--- src/rtl/muldiv_seq.sv ---
// Iterative MIPS multiply/divide unit with HI/LO result registers.
// One result bit per cycle: shift-add multiply, restoring divide, then a
// single sign-fix cycle. Direct HI/LO writes are honoured only while idle.
module muldiv_seq #(
    parameter int unsigned WIDE = 32
) (
    input  logic            clk,
    input  logic            rst,
    input  logic            i_start,
    input  logic [1:0]      i_op,
    input  logic [WIDE-1:0] i_a,
    input  logic [WIDE-1:0] i_b,
    input  logic            i_we_hi,
    input  logic            i_we_lo,
    input  logic [WIDE-1:0] i_wd,
    output logic [WIDE-1:0] o_hi,
    output logic [WIDE-1:0] o_lo,
    output logic            o_busy,
    output logic            o_done,
    output logic            o_div_zero
);

    localparam int unsigned CW = $clog2(WIDE) + 1;
    localparam int unsigned W2 = 2 * WIDE;

    typedef enum logic [1:0] {S_IDLE, S_CALC, S_FIX} state_t;

    state_t          r_state, w_state_nxt;
    logic [CW-1:0]   r_cnt, w_cnt_nxt;
    logic [W2-1:0]   r_acc, w_acc_nxt;
    logic [WIDE-1:0] r_m, w_m_nxt;
    logic [WIDE-1:0] r_b, w_b_nxt;
    logic [WIDE-1:0] r_a, w_a_nxt;
    logic            r_div, w_div_nxt;
    logic            r_sign_q, w_sign_q_nxt;
    logic            r_sign_r, w_sign_r_nxt;
    logic            r_dz, w_dz_nxt;
    logic [WIDE-1:0] r_hi, w_hi_nxt;
    logic [WIDE-1:0] r_lo, w_lo_nxt;
    logic            r_busy, w_busy_nxt;
    logic            r_done, w_done_nxt;
    logic            r_div_zero, w_div_zero_nxt;

    // Operand magnitudes (signed modes take absolute values)
    logic            w_sgn;
    logic [WIDE-1:0] w_a_abs, w_b_abs;
    assign w_sgn   = i_op[0];
    assign w_a_abs = (w_sgn && i_a[WIDE-1]) ? ((~i_a) + WIDE'(1)) : i_a;
    assign w_b_abs = (w_sgn && i_b[WIDE-1]) ? ((~i_b) + WIDE'(1)) : i_b;

    // One iteration of each algorithm
    logic [W2-1:0]   w_mul_acc, w_div_acc;
    logic [WIDE:0]   w_rem_sh;
    logic            w_ge;
    logic [WIDE-1:0] w_rem_new;
    assign w_mul_acc = {r_acc[W2-2:0], 1'b0} + (r_m[WIDE-1] ? {{WIDE{1'b0}}, r_b} : W2'(0));
    assign w_rem_sh  = r_acc[W2-1:WIDE-1];
    assign w_ge      = (w_rem_sh >= {1'b0, r_b});
    assign w_rem_new = w_ge ? WIDE'(w_rem_sh - {1'b0, r_b}) : WIDE'(w_rem_sh);
    assign w_div_acc = {w_rem_new, r_acc[WIDE-2:0], w_ge};

    // Sign-corrected results for the fix cycle
    logic [W2-1:0]   w_prod;
    logic [WIDE-1:0] w_quo, w_rem;
    assign w_prod = r_sign_q ? ((~r_acc) + W2'(1)) : r_acc;
    assign w_quo  = r_sign_q ? ((~r_acc[WIDE-1:0]) + WIDE'(1)) : r_acc[WIDE-1:0];
    assign w_rem  = r_sign_r ? ((~r_acc[W2-1:WIDE]) + WIDE'(1)) : r_acc[W2-1:WIDE];

    // State register
    always_ff @(posedge clk or posedge rst) begin
        if (rst) r_state <= S_IDLE;
        else     r_state <= w_state_nxt;
    end

    // Next-state logic
    always_comb begin
        w_state_nxt = r_state;
        case (r_state)
            S_IDLE:  if (i_start) w_state_nxt = S_CALC;
            S_CALC:  if (r_cnt == CW'(1)) w_state_nxt = S_FIX;
            S_FIX:   w_state_nxt = S_IDLE;
            default: w_state_nxt = S_IDLE;
        endcase
    end

    // Output and datapath next values
    always_comb begin
        w_cnt_nxt      = r_cnt;
        w_acc_nxt      = r_acc;
        w_m_nxt        = r_m;
        w_b_nxt        = r_b;
        w_a_nxt        = r_a;
        w_div_nxt      = r_div;
        w_sign_q_nxt   = r_sign_q;
        w_sign_r_nxt   = r_sign_r;
        w_dz_nxt       = r_dz;
        w_hi_nxt       = r_hi;
        w_lo_nxt       = r_lo;
        w_busy_nxt     = r_busy;
        w_done_nxt     = 1'b0;
        w_div_zero_nxt = r_div_zero;
        case (r_state)
            S_IDLE: begin
                if (i_we_hi) w_hi_nxt = i_wd;
                if (i_we_lo) w_lo_nxt = i_wd;
                if (i_start) begin
                    w_div_nxt    = i_op[1];
                    w_acc_nxt    = i_op[1] ? {{WIDE{1'b0}}, w_a_abs} : W2'(0);
                    w_m_nxt      = w_a_abs;
                    w_b_nxt      = w_b_abs;
                    w_a_nxt      = i_a;
                    w_sign_q_nxt = w_sgn & (i_a[WIDE-1] ^ i_b[WIDE-1]);
                    w_sign_r_nxt = w_sgn & i_a[WIDE-1];
                    w_dz_nxt     = i_op[1] & (i_b == WIDE'(0));
                    w_cnt_nxt    = CW'(WIDE);
                    w_busy_nxt   = 1'b1;
                end
            end
            S_CALC: begin
                w_acc_nxt = r_div ? w_div_acc : w_mul_acc;
                w_m_nxt   = {r_m[WIDE-2:0], 1'b0};
                w_cnt_nxt = r_cnt - CW'(1);
            end
            S_FIX: begin
                if (!r_div) begin
                    w_hi_nxt = w_prod[W2-1:WIDE];
                    w_lo_nxt = w_prod[WIDE-1:0];
                end else if (r_dz) begin
                    w_hi_nxt = r_a;
                    w_lo_nxt = {WIDE{1'b1}};
                end else begin
                    w_hi_nxt = w_rem;
                    w_lo_nxt = w_quo;
                end
                w_busy_nxt     = 1'b0;
                w_done_nxt     = 1'b1;
                w_div_zero_nxt = r_dz;
            end
            default: ;
        endcase
    end

    // Datapath and output registers
    always_ff @(posedge clk or posedge rst) begin
        if (rst) begin
            r_cnt      <= '0;
            r_acc      <= '0;
            r_m        <= '0;
            r_b        <= '0;
            r_a        <= '0;
            r_div      <= 1'b0;
            r_sign_q   <= 1'b0;
            r_sign_r   <= 1'b0;
            r_dz       <= 1'b0;
            r_hi       <= '0;
            r_lo       <= '0;
            r_busy     <= 1'b0;
            r_done     <= 1'b0;
            r_div_zero <= 1'b0;
        end else begin
            r_cnt      <= w_cnt_nxt;
            r_acc      <= w_acc_nxt;
            r_m        <= w_m_nxt;
            r_b        <= w_b_nxt;
            r_a        <= w_a_nxt;
            r_div      <= w_div_nxt;
            r_sign_q   <= w_sign_q_nxt;
            r_sign_r   <= w_sign_r_nxt;
            r_dz       <= w_dz_nxt;
            r_hi       <= w_hi_nxt;
            r_lo       <= w_lo_nxt;
            r_busy     <= w_busy_nxt;
            r_done     <= w_done_nxt;
            r_div_zero <= w_div_zero_nxt;
        end
    end

    assign o_hi       = r_hi;
    assign o_lo       = r_lo;
    assign o_busy     = r_busy;
    assign o_done     = r_done;
    assign o_div_zero = r_div_zero;

endmodule

--- config.mk ---
export PLATFORM = sky130hd
export DESIGN_NAME = muldiv_seq
export DESIGN_NICKNAME = d
export VERILOG_FILES = /design/src/rtl/muldiv_seq.sv
export SDC_FILE = /design/constraint.sdc
export NUM_CORES = 1
export LEC_CHECK = 0
export CAP_MARGIN = 20
export CORE_ASPECT_RATIO = 0.7
export CORE_MARGIN = 5
export CORE_UTILIZATION = 25
export DETAILED_ROUTE_END_ITERATION = 8
export PLACE_DENSITY_LB_ADDON = 0.25
export RECOVER_POWER = 100
export SLEW_MARGIN = 25
export SYNTH_ARGS = -nofsm -noshare
export SYNTH_HDL_FRONTEND = slang
export SYNTH_SLANG_ARGS = --single-unit
--- constraint.sdc ---
create_clock -name clk -period 9.6 [get_ports clk]
set_clock_uncertainty 0.1 [all_clocks]
set_input_delay 1.92 -clock clk [delete_from_list [all_inputs] [get_ports clk]]
set_output_delay 1.92 -clock clk [all_outputs]
set_load 0.005 [all_outputs]
# Word-level counts from Yosys, hierarchy flattened

Index checks and enable logic that the tools add are counted.

Output and inout port bits: 67
Register bits: 239
Word-level logic and storage cells: 81

Eq/ne operators: 7
Bitwise logic cells: 9
Mux-type cells: 29
$add $sub $neg: 8
$lt $le $gt $ge: 1
Reductions and logical operators: 12

Operator list:

| operator                                            | count |
|---|---|
| 2-to-1 mux 32 bit                                   | 14 |
| 2-to-1 mux 64 bit                                   | 3 |
| one-hot mux 32 bit (2 select lines)                 | 3 |
| adder 32 x 1 -> 32 bit, second input constant       | 4 |
| inverter 32 bit                                     | 4 |
| one-hot mux 64 bit (2 select lines)                 | 1 |
| adder 64 x 1 -> 64 bit, second input constant       | 1 |
| adder 64 x 32 -> 64 bit                             | 1 |
| inverter 64 bit                                     | 1 |
| greater-or-equal comparator 33 x 32 -> 1 bit        | 1 |
| zero test 32 bit                                    | 1 |
| subtractor 32 bit                                   | 1 |
| one-hot mux 6 bit (2 select lines)                  | 1 |
| AND reduction 2 bit                                 | 6 |
| inequality test 2 bit, second input constant        | 4 |
| equality test 6 x 1 -> 1 bit, second input constant | 1 |
| 2-to-1 mux 6 bit                                    | 1 |
| subtractor 6 x 1 -> 6 bit, second input constant    | 1 |
| 2-to-1 mux 2 bit                                    | 2 |
| one-hot mux 2 bit (2 select lines)                  | 1 |
| nonzero test 2 bit                                  | 2 |
| AND 1 bit                                           | 3 |
| equality test 2 x 1 -> 1 bit, second input constant | 1 |
| equality test 2 bit, second input constant          | 1 |
| other kinds (5)                                     | 7 |

# Depth between registers and ports, before layout

Gate-level depths: netlist (run 1).

Depth in word-level cells: 6
Gate-level depth with buffers: 15
Gate-level depth less buffers: 13

# Least setup slack after synthesis (run 1)

Ideal clock, no wire load.

Path type: input to register
Start point: input port i_b[8]
End point: register r_dz
Arrival: 4.488 ns
Stages on the path: 8
Library setup time: 0.083 ns
Path slack: 4.929 ns
Cells stage by stage: or4_4 nor4_2 or4b_1 nor3_1 nand2_1 or4_4 or4b_1 o21ai_0

Cells in the longest elaborated chain, start to end: 2

RTL lines:

| what                   | RTL line | source |
|---|---|---|
| start: declaration     | 12       | `input logic [WIDE-1:0] i_b,` |
| zero test 32 bit       | 114      | `w_dz_nxt = i_op[1] & (i_b == WIDE'(0));` |
| AND 1 bit              | 114      |  |
| end signal: assignment | 169      | `r_dz <= w_dz_nxt;` |
| end: declaration       | 37       | `logic r_dz, w_dz_nxt;` |

Every way passes these cells.
A chain may end at the register's enable or synchronous reset.

# Final worst setup path (run 1)

Start point: input port i_start
End point: register r_acc[16]

Cells in the longest elaborated chain, start to end: 2

RTL lines:

| what                            | RTL line | source |
|---|---|---|
| start: declaration              | 9        | `input logic i_start,` |
| inequality test 2 bit (no line) | n/a      |  |
| AND reduction 2 bit (no line)   | n/a      |  |
| end signal: assignment          | 162      | `r_acc <= w_acc_nxt;` |
| end: declaration                | 30       | `logic [W2-1:0] r_acc, w_acc_nxt;` |

Every way passes these cells.

==> implementation parameters, run 1 <==
Parameter                              Value

Run status
  Run status ... complete, but fails checks
  Violations in the final reports ... capacitance limit, slew limit

Job
  Count of max-cap constraint violations ... 5

Drt
  Number of design-rule violations left by the first detailed-router iteration ... 2036
  Via count of the routed design ... 18800
  Pre-Repair DR Iteration Count ... 8
  Remaining number of nets flagged by the antenna check after routing ... 0
  Post-detailed-routing wire length ... 79.7 mm
  Final routed DRC violation total ... 0
  Via-to-Cell Ratio ... 5.56
  Avg WL per Cell ... 23.6 um

Layout
  Top library cells by usage in the layout, fill and taps aside ... 366 x sky130_fd_sc_hd__nand2_1, 286 x sky130_fd_sc_hd__o21ai_0, 238 x sky130_fd_sc_hd__dfrtp_1
  N_diodes ... 0
  Net count, final ... 2569
  Final core occ ... 30.2%
  Ratio of cells with drive above 1 in the final layout ... 4.06%
  Most common library cell in the layout ignoring fill and taps ... sky130_fd_sc_hd__nand2_1
  Count of filler cells inserted in the layout ... 7658
  Area Growth Syn to Fin ... 19.2%
  Post-layout instance count excluding filler cells ... 3382
  Final cell area excluding filler cells ... 0.0217 sq mm

Global route
  Overflow after GRT ... 0
  Initial antenna violation count ... 2
  Global-route total usage across every layer ... 19.6%
  Global-route wire length before repair ... 120 mm
  Pin count of the biggest net entering global routing ... 151
  Vias in the first global route ... 18000

Synthesis
  #FFs+latches synth ... 239
  Top cells by area, synth ... sky130_fd_sc_hd__dfrtp_1 33%, sky130_fd_sc_hd__o21ai_0 7.9%, sky130_fd_sc_hd__nand2_1 7.5%
  Syn Inst Count ... 2336
  Area fraction of the dominant cell type after synthesis ... 32.8%
  Top FF cell, synth ... sky130_fd_sc_hd__dfrtp_1
  Number of flops mapped to enable cells by yosys ... 0
  Proportion of register bits with asynchronous set or reset after synthesis ... 100%
  Syn Area/Cell ... 7.80 sq um
  Net Count, Synth ... 2511
  Syn. warnings ... 0
  Synth cell types ... 76
  Share of the yosys chip area belonging to registers ... 32.8%
  Area leader, netlist ... sky130_fd_sc_hd__dfrtp_1
  Post-Syn Area ... 0.0182 sq mm

Worst hold path
  Worst min-delay path category ... flip-flop to flip-flop
  Terminating pin of the worst hold path ... o_hi[30]$_DFFE_PP0P_
  Depth of the worst hold-timing path ... 2
  Startpoint of the worst hold path ... o_hi[30]$_DFFE_PP0P_

Die
  Standard cell core area ... 0.0719 sq mm
  Die X ... 333 um
  Row count ... 82
  Count of pins on the block boundary ... 170
  Full die area ... 0.0784 sq mm
  Effective utilization at floorplan ... 25.3%
  Die Height ... 236 um

STA
  Fraction of the cycle the final worst path needs ... 67.7%
  Tightest hold margin ... 0.374 ns
  Final setup violation count ... 0
  Final Max Slew Viols ... 322
  Max-slew headroom ... -253%
  Clock period minus final worst setup slack ... 6.50 ns
  Setup_tns ... 0 ns
  RSZ-0062 raised after global routing ... no
  Upper clock frequency limit ... 154 MHz
  Number of hold violations in the final report ... 0
  Slew at the pin closest to its max-slew limit ... 5.30 ns

Critical path
  Signal arrival time at the worst endpoint ... 6.92 ns
  Highest-delay cell along the critical path ... sky130_fd_sc_hd__clkbuf_1
  Maximum fanout along the worst path ... 53
  Cell-by-cell trace of the critical path ... dlygate4sd3_1 -> nor3b_1 -> clkbuf_1 -> nand2_1 -> nor2_1 -> a211oi_1 -> a21oi_1
  Max incr delay on CP ... 2.33 ns
  Critical R2R Launch ... r_state[0]$_DFFE_PP0P_
  Data required, critical path ... 10.02 ns
  Cell depth of the worst flop-to-flop path ... 8
  Type of destination of the critical path ... flip-flop
  Kind of start point of the critical path ... input port
  Worst flop-to-flop path endpoint ... o_lo[15]$_DFFE_PP0P_
  Worst reg2reg setup slack ... 3.29 ns
  Worst setup startpoint ... i_start
  Critical Setup Path Class ... input port to flip-flop

Power
  Switching portion of total power ... 50.3%
  Sequential share of power ... 28.2%
  Power density cells ... 373 mW/mm^2
  Clock network power share ... 15.0%
  Maximum VDD drop ... 0.172 mV
  NetSw ... 4070 uW
  Pint ... 4020 uW
  Leakage ... 0.00872 uW
  Combinational power share ... 56.7%

Placed design
  Number of port buffers ... 169
  Final HPWL DP ... 60.8 mm
  Final estimated routing congestion in global placement ... 0.893
  Post-placement cell count ... 3330
  Post-placement cell area ... 0.0207 sq mm

Clocking
  Clk sinks ... 239
  Maximum clock insertion buffer count ... 3
  Clock buffers created by TritonCTS ... 28
  Cts repair resizes ... 0
  Clock latency on the worst-skew pair ... 0.60 ns
  CTS clock-pin slew for the worst setup and hold paths ... 0.06 ns
  Number of H-tree levels ... 1
  Library cell used as clock root buffer ... sky130_fd_sc_hd__clkbuf_16
  Clock tree from TritonCTS ... yes
  Post-CTS setup buffer count ... 0
  Hold bufs inserted after CTS ... 0
[critical path, delay by kind of cell]
kind / cells / cell delay [ns]
buf+inv: 2 / 2.92
simple gates: 3 / 1.79
compound gates: 2 / 0.21
[synthesized netlist by cell type, drive strengths merged (13+ instances only)]
cell type	number
a221o	13
a22oi	25
nand4	26
a211oi	14
nand2	366
o221ai	15
or4	18
nor3	41
o41ai	16
a21oi	169
or2	15
and2	38
ha	70
dfrtp	239
mux2i	22
o21ai	289
o211ai	14
xor2	92
xnor2	95
nor4	18
a31oi	26
o22ai	36
o31ai	33
nand3	66
nand2b	15
a21o	29
inv	75
buf	18
clkbuf	148
or3	24
nor2	125
[metal layers]
metal / share of wire [%] / global-route usage (%) / vias to the layer above
li1: - / - / 8547
met1: 47 / 28.7 / 9411
met2: 43 / 29.6 / 773
met3: 8.3 / 4.64 / 79
met4: 1.9 / 3.42 / 2
met5: 0.016 / 0 / -
[final cells by class]
class                           instances  area, sq um  area share (%)
Clock inverter                         15          235            1.08
Inverter                               76          287            1.32
Clock buffer                           37          795            3.66
Timing Repair Buffer                  194         1890            8.68
Tap cell                              966         1210            5.57
Multi-Input combinational cell       1855        11300            52.1
Sequential cell                       239         5980            27.6
[flip-flops by register name, indices dropped and copies added (netlist names)]
name	flops
o_busy	1
r_dz	1
r_div	1
o_lo	32
r_a	32
r_acc	64
r_sign_r	1
o_hi	32
r_sign_q	1
o_done	1
r_m	32
r_cnt	6
r_state	2
r_b	32
o_div_zero	1
[cells by family (layout without fill, tap and decap cells)]
logic type               Yosys count  in the layout  share of synthesized area [%]
AND/OR/NAND/NOR                  801            801                           20.7
adder cells (fa/ha/maj)           72             72                           5.03
XOR/XNOR                         187            187                           8.99
AO/OA/AOI/OAI                    773            773                           26.2
flip-flops                       239            239                           32.8
buffers and inverters            242            322                           4.99
multiplexers                      22             22                           1.21
[per-stage QoR]
stage | setup WS [ns] | total power (uW)
after floorplan | 1.02 | 5070
after global placement | 4.03 | 6810
after detailed placement | 4.02 | 6850
after CTS | 4.64 | 8090
after global routing | 2.45 | 8680
final | 3.10 | 8100
[worst max path at each step]
| stage | endpoint | slack [ns] |
|---|---|---|
| floorplan | o_busy$_DFFE_PP0P_ | 1.02 |
| global placement | r_acc[25]$_DFFE_PP0P_ | 4.03 |
| detailed placement | r_acc[26]$_DFFE_PP0P_ | 4.02 |
| CTS | r_acc[26]$_DFFE_PP0P_ | 4.64 |
| global route | r_div$_DFFE_PP0P_ | 2.45 |
| finish | r_acc[16]$_DFFE_PP0P_ | 3.10 |
[power by group through the flow]
stage	Clock, uW	Combinational [uW]	Sequential, uW
5_1_grt	1280	5070	2340
4_1_cts	1240	4580	2280
6_report	1220	4590	2280
2_1_floorplan	0	3260	1810
3_5_place_dp	0	4560	2290
3_3_place_gp	0	4520	2290
No activity file was read; power rests on OpenSTA's default activity.
==> inputs of run 2 (changes only) <==
==> constraint.sdc (replaced) <==
create_clock -name clk -period 6.03 [get_ports clk]
set_clock_uncertainty 0.1 [all_clocks]
set_input_delay 1.206 -clock clk [delete_from_list [all_inputs] [get_ports clk]]
set_output_delay 1.206 -clock clk [all_outputs]
set_load 0.005 [all_outputs]
==> run 2 against run 1 <==
Compared with the run above: the flow still finishes with violations (capacitance limit, slew limit); core utilization is 0.14 points lower; sequential power grew 60%; highest routed layer is now met4; worst hold slack worse by 0.0062 ns; count of clock-buffer cells in the layout rose by 3; clock power is 42% higher; setup slack lost 2.0 ns; register-to-register slack worse by 1.9 ns; critical endpoint is now r_acc[30]$_DFFE_PP0P_; first-iteration DRC count up 0.69%; die area did not move.
==> implementation parameters, run 2 (synthesis results as in run 1) <==
Parameter                              Value

Clocking
  Cts repair resizes ... 0 (unchanged)
  Clock buffers created by TritonCTS ... 28 (unchanged)
  Post-CTS setup buffer count ... 0 (unchanged)
  Clock latency on the worst-skew pair ... 0.58 ns (was 0.60 ns)
  Maximum clock insertion buffer count ... 3 (unchanged)
  Clk sinks ... 239 (unchanged)
  Clock tree from TritonCTS ... yes (unchanged)
  CTS clock-pin slew for the worst setup and hold paths ... 0.06 ns (about the same)
  Library cell used as clock root buffer ... sky130_fd_sc_hd__clkbuf_16 (unchanged)
  Hold bufs inserted after CTS ... 0 (unchanged)
  Number of H-tree levels ... 1 (unchanged)

Layout
  Net count, final ... 2578 (was 2569)
  Flip-flop count of the largest register after layout ... 64 (unchanged)
  Most common library cell in the layout ignoring fill and taps ... sky130_fd_sc_hd__nand2_1 (unchanged)
  Register cell area after layout ... 0.00598 sq mm (unchanged)
  Ratio of cells with drive above 1 in the final layout ... 3.96% (was 4.06%)
  Area Growth Syn to Fin ... 18.7% (was 19.2%)
  Final cell area excluding filler cells ... 0.0216 sq mm (was 0.0217 sq mm)
  Top library cells by usage in the layout, fill and taps aside ... 366 x sky130_fd_sc_hd__nand2_1, 286 x sky130_fd_sc_hd__o21ai_0, 238 x sky130_fd_sc_hd__dfrtp_1 (unchanged)
  Count of filler cells inserted in the layout ... 7637 (was 7658)
  Biggest register ... r_acc (unchanged)
  Area occupied by multi-input gates ... 0.0113 sq mm (about the same)

Drt
  Avg WL per Cell ... 23.6 um (about the same)
  Top routing layer in use ... met4 (was met5)
  Met2 routed wirelength ... 34.1 mm (was 34.3 mm)
  Final routed DRC violation total ... 0 (unchanged)
  Via count of the routed design ... 18800 (about the same)
  Met3 routed WL ... 7.47 mm (was 6.59 mm)
  Via-to-Cell Ratio ... 5.54 (was 5.56)
  Wire length the detailed router placed on met1 ... 36.9 mm (was 37.2 mm)
  Pre-Repair DR Iteration Count ... 6 (was 8)
  Number of design-rule violations left by the first detailed-router iteration ... 2050 (was 2036)
  Remaining number of nets flagged by the antenna check after routing ... 0 (unchanged)
  Post-detailed-routing wire length ... 79.9 mm (was 79.7 mm)

Global route
  Overflow after GRT ... 0 (unchanged)
  Vias in the first global route ... 17900 (was 18000)
  Global-route total usage across every layer ... 19.4% (was 19.6%)
  Initial antenna violation count ... 3 (was 2)
  Global-route wire length before repair ... 119 mm (was 120 mm)
  Pin count of the biggest net entering global routing ... 164 (was 151)

STA
  RSZ-0062 raised after global routing ... no (unchanged)
  Final setup violation count ... 0 (unchanged)
  Number of hold violations in the final report ... 0 (unchanged)
  Fraction of the cycle the final worst path needs ... 81.2%
  Final Max Slew Viols ... 420 (was 322)
  Slew at the pin closest to its max-slew limit ... 2.69 ns (was 5.30 ns)
  Max-slew headroom ... -79.5% (was -253%)
  Tightest hold margin ... 0.368 ns (was 0.374 ns)
  Upper clock frequency limit ... 204 MHz
  Setup_tns ... 0 ns (unchanged)
  Clock period minus final worst setup slack ... 4.90 ns

Critical path
  Type of destination of the critical path ... flip-flop (unchanged)
  Signal arrival time at the worst endpoint ... 5.23 ns (was 6.92 ns)
  Data required, critical path ... 6.37 ns (was 10.02 ns)
  Kind of start point of the critical path ... input port (unchanged)
  Maximum fanout along the worst path ... 73 (was 53)
  Critical Setup Path Class ... input port to flip-flop (unchanged)
  Worst reg2reg setup slack ... 1.39 ns (was 3.29 ns)

Die
  Die Height ... 236 um (unchanged)
  Die X ... 333 um (unchanged)
  Full die area ... 0.0784 sq mm (unchanged)
  Count of pins on the block boundary ... 170 (unchanged)
  Row count ... 82 (unchanged)
  Effective utilization at floorplan ... 25.3% (unchanged)
  Standard cell core area ... 0.0719 sq mm (unchanged)

Power
  Maximum VDD drop ... 0.266 mV (was 0.172 mV)
  Switching portion of total power ... 50.9% (was 50.3%)
  Combinational power share ... 57.4% (was 56.7%)
  Power density cells ... 585 mW/mm^2 (was 373 mW/mm^2)
  Clock network power share ... 13.7% (was 15.0%)
  NetSw ... 6430 uW (was 4070 uW)
  Pint ... 6200 uW (was 4020 uW)
  Sequential share of power ... 28.9% (was 28.2%)
  Leakage ... 0.00867 uW (was 0.00872 uW)

Worst hold path
  Worst min-delay path category ... flip-flop to flip-flop (unchanged)

Placed design
  Final HPWL DP ... 62.0 mm (was 60.8 mm)
  Number of port buffers ... 169 (unchanged)
  Final estimated routing congestion in global placement ... 0.918 (was 0.893)
  Post-placement cell area ... 0.0208 sq mm (was 0.0207 sq mm)

Run status
  Run status ... complete, but fails checks (unchanged)
  Violations in the final reports ... capacitance limit, slew limit (unchanged)

Job
  Count of max-cap constraint violations ... 7 (was 5)
[run 2: cell types whose count changed in the layout (fill, tap and decap cells not counted), moves of 2 or more]
cell,delta
sky130_fd_sc_hd__clkinv_2,+4
sky130_fd_sc_hd__inv_6,-2
sky130_fd_sc_hd__and2_0,+5
sky130_fd_sc_hd__clkbuf_1,+10
sky130_fd_sc_hd__bufinv_16,-4
sky130_fd_sc_hd__diode_2,+2
sky130_fd_sc_hd__and2_1,-5
sky130_fd_sc_hd__clkinv_4,-2
sky130_fd_sc_hd__buf_4,+3
[run 2: per-stage QoR]
| step | setup slack [ns] | utilization [%] | power (uW) | cells |
|---|---|---|---|---|
| after global routing | 0.739 | 30.0 | 13500 | 3391 |
| after floorplan | 1.59 | - | 8080 | 2336 |
| final | 1.13 | 30.1 | 12600 | 3393 |
| after CTS | 1.62 | 30.2 | 12700 | 3391 |
| after detailed placement | 1.25 | 28.9 | 10900 | 3339 |
| after global placement | 1.36 | 28.9 | 10800 | 3339 |
[run 2: critical path, stage by stage]
cell	delay, ns
sky130_fd_sc_hd__dlygate4sd3_1	0.59
sky130_fd_sc_hd__nand3b_1	0.20
sky130_fd_sc_hd__clkbuf_1	1.93
sky130_fd_sc_hd__nor2_1	0.67
sky130_fd_sc_hd__a222oi_1	0.50
sky130_fd_sc_hd__o21ai_0	0.14
[run 2: worst paths after layout]
path,from,to,cells past startpoint
setup / recovery,i_start,r_acc[30]$_DFFE_PP0P_,6
hold / removal,r_a[16]$_DFFE_PP0P_,r_a[16]$_DFFE_PP0P_,2
setup reg to reg,r_m[31]$_DFFE_PP0P_,r_acc[43]$_DFFE_PP0P_,11
hold reg to reg,r_a[16]$_DFFE_PP0P_,r_a[16]$_DFFE_PP0P_,2
max in group asynchronous,rst,r_div$_DFFE_PP0P_,3
min in group asynchronous,rst,r_b[21]$_DFFE_PP0P_,2
[run 2: layout make-up]
| cell class | count | share of cell area, % |
|---|---|---|
| diodes | 2 | 0.0232 |
| clock buffers | 40 | 3.68 |
| clock inverters | 12 | 0.498 |
| inverters | 76 | 1.33 |
| multi-input cells | 1855 | 52.3 |
| flip-flops and latches | 239 | 27.7 |
| well taps | 966 | 5.59 |
| repair buffers | 203 | 8.87 |
[run 2: power groups by stage]
stage               combinational [uW]  sequential [uW]  clock [uW]
floorplan                         5190             2880           0
global placement                  7170             3660           0
detailed placement                7240             3670           0
CTS                               7280             3640        1770
global route                      7980             3730        1830
finish                            7250             3650        1730
[run 2: per-layer routing]
layer | vias up | global-route usage (%)
li1 | 8575 | -
met1 | 9382 | 28.8
met2 | 769 | 29.0
met3 | 74 | 4.70
met4 | 0 | 3.26
met5 | - | 0
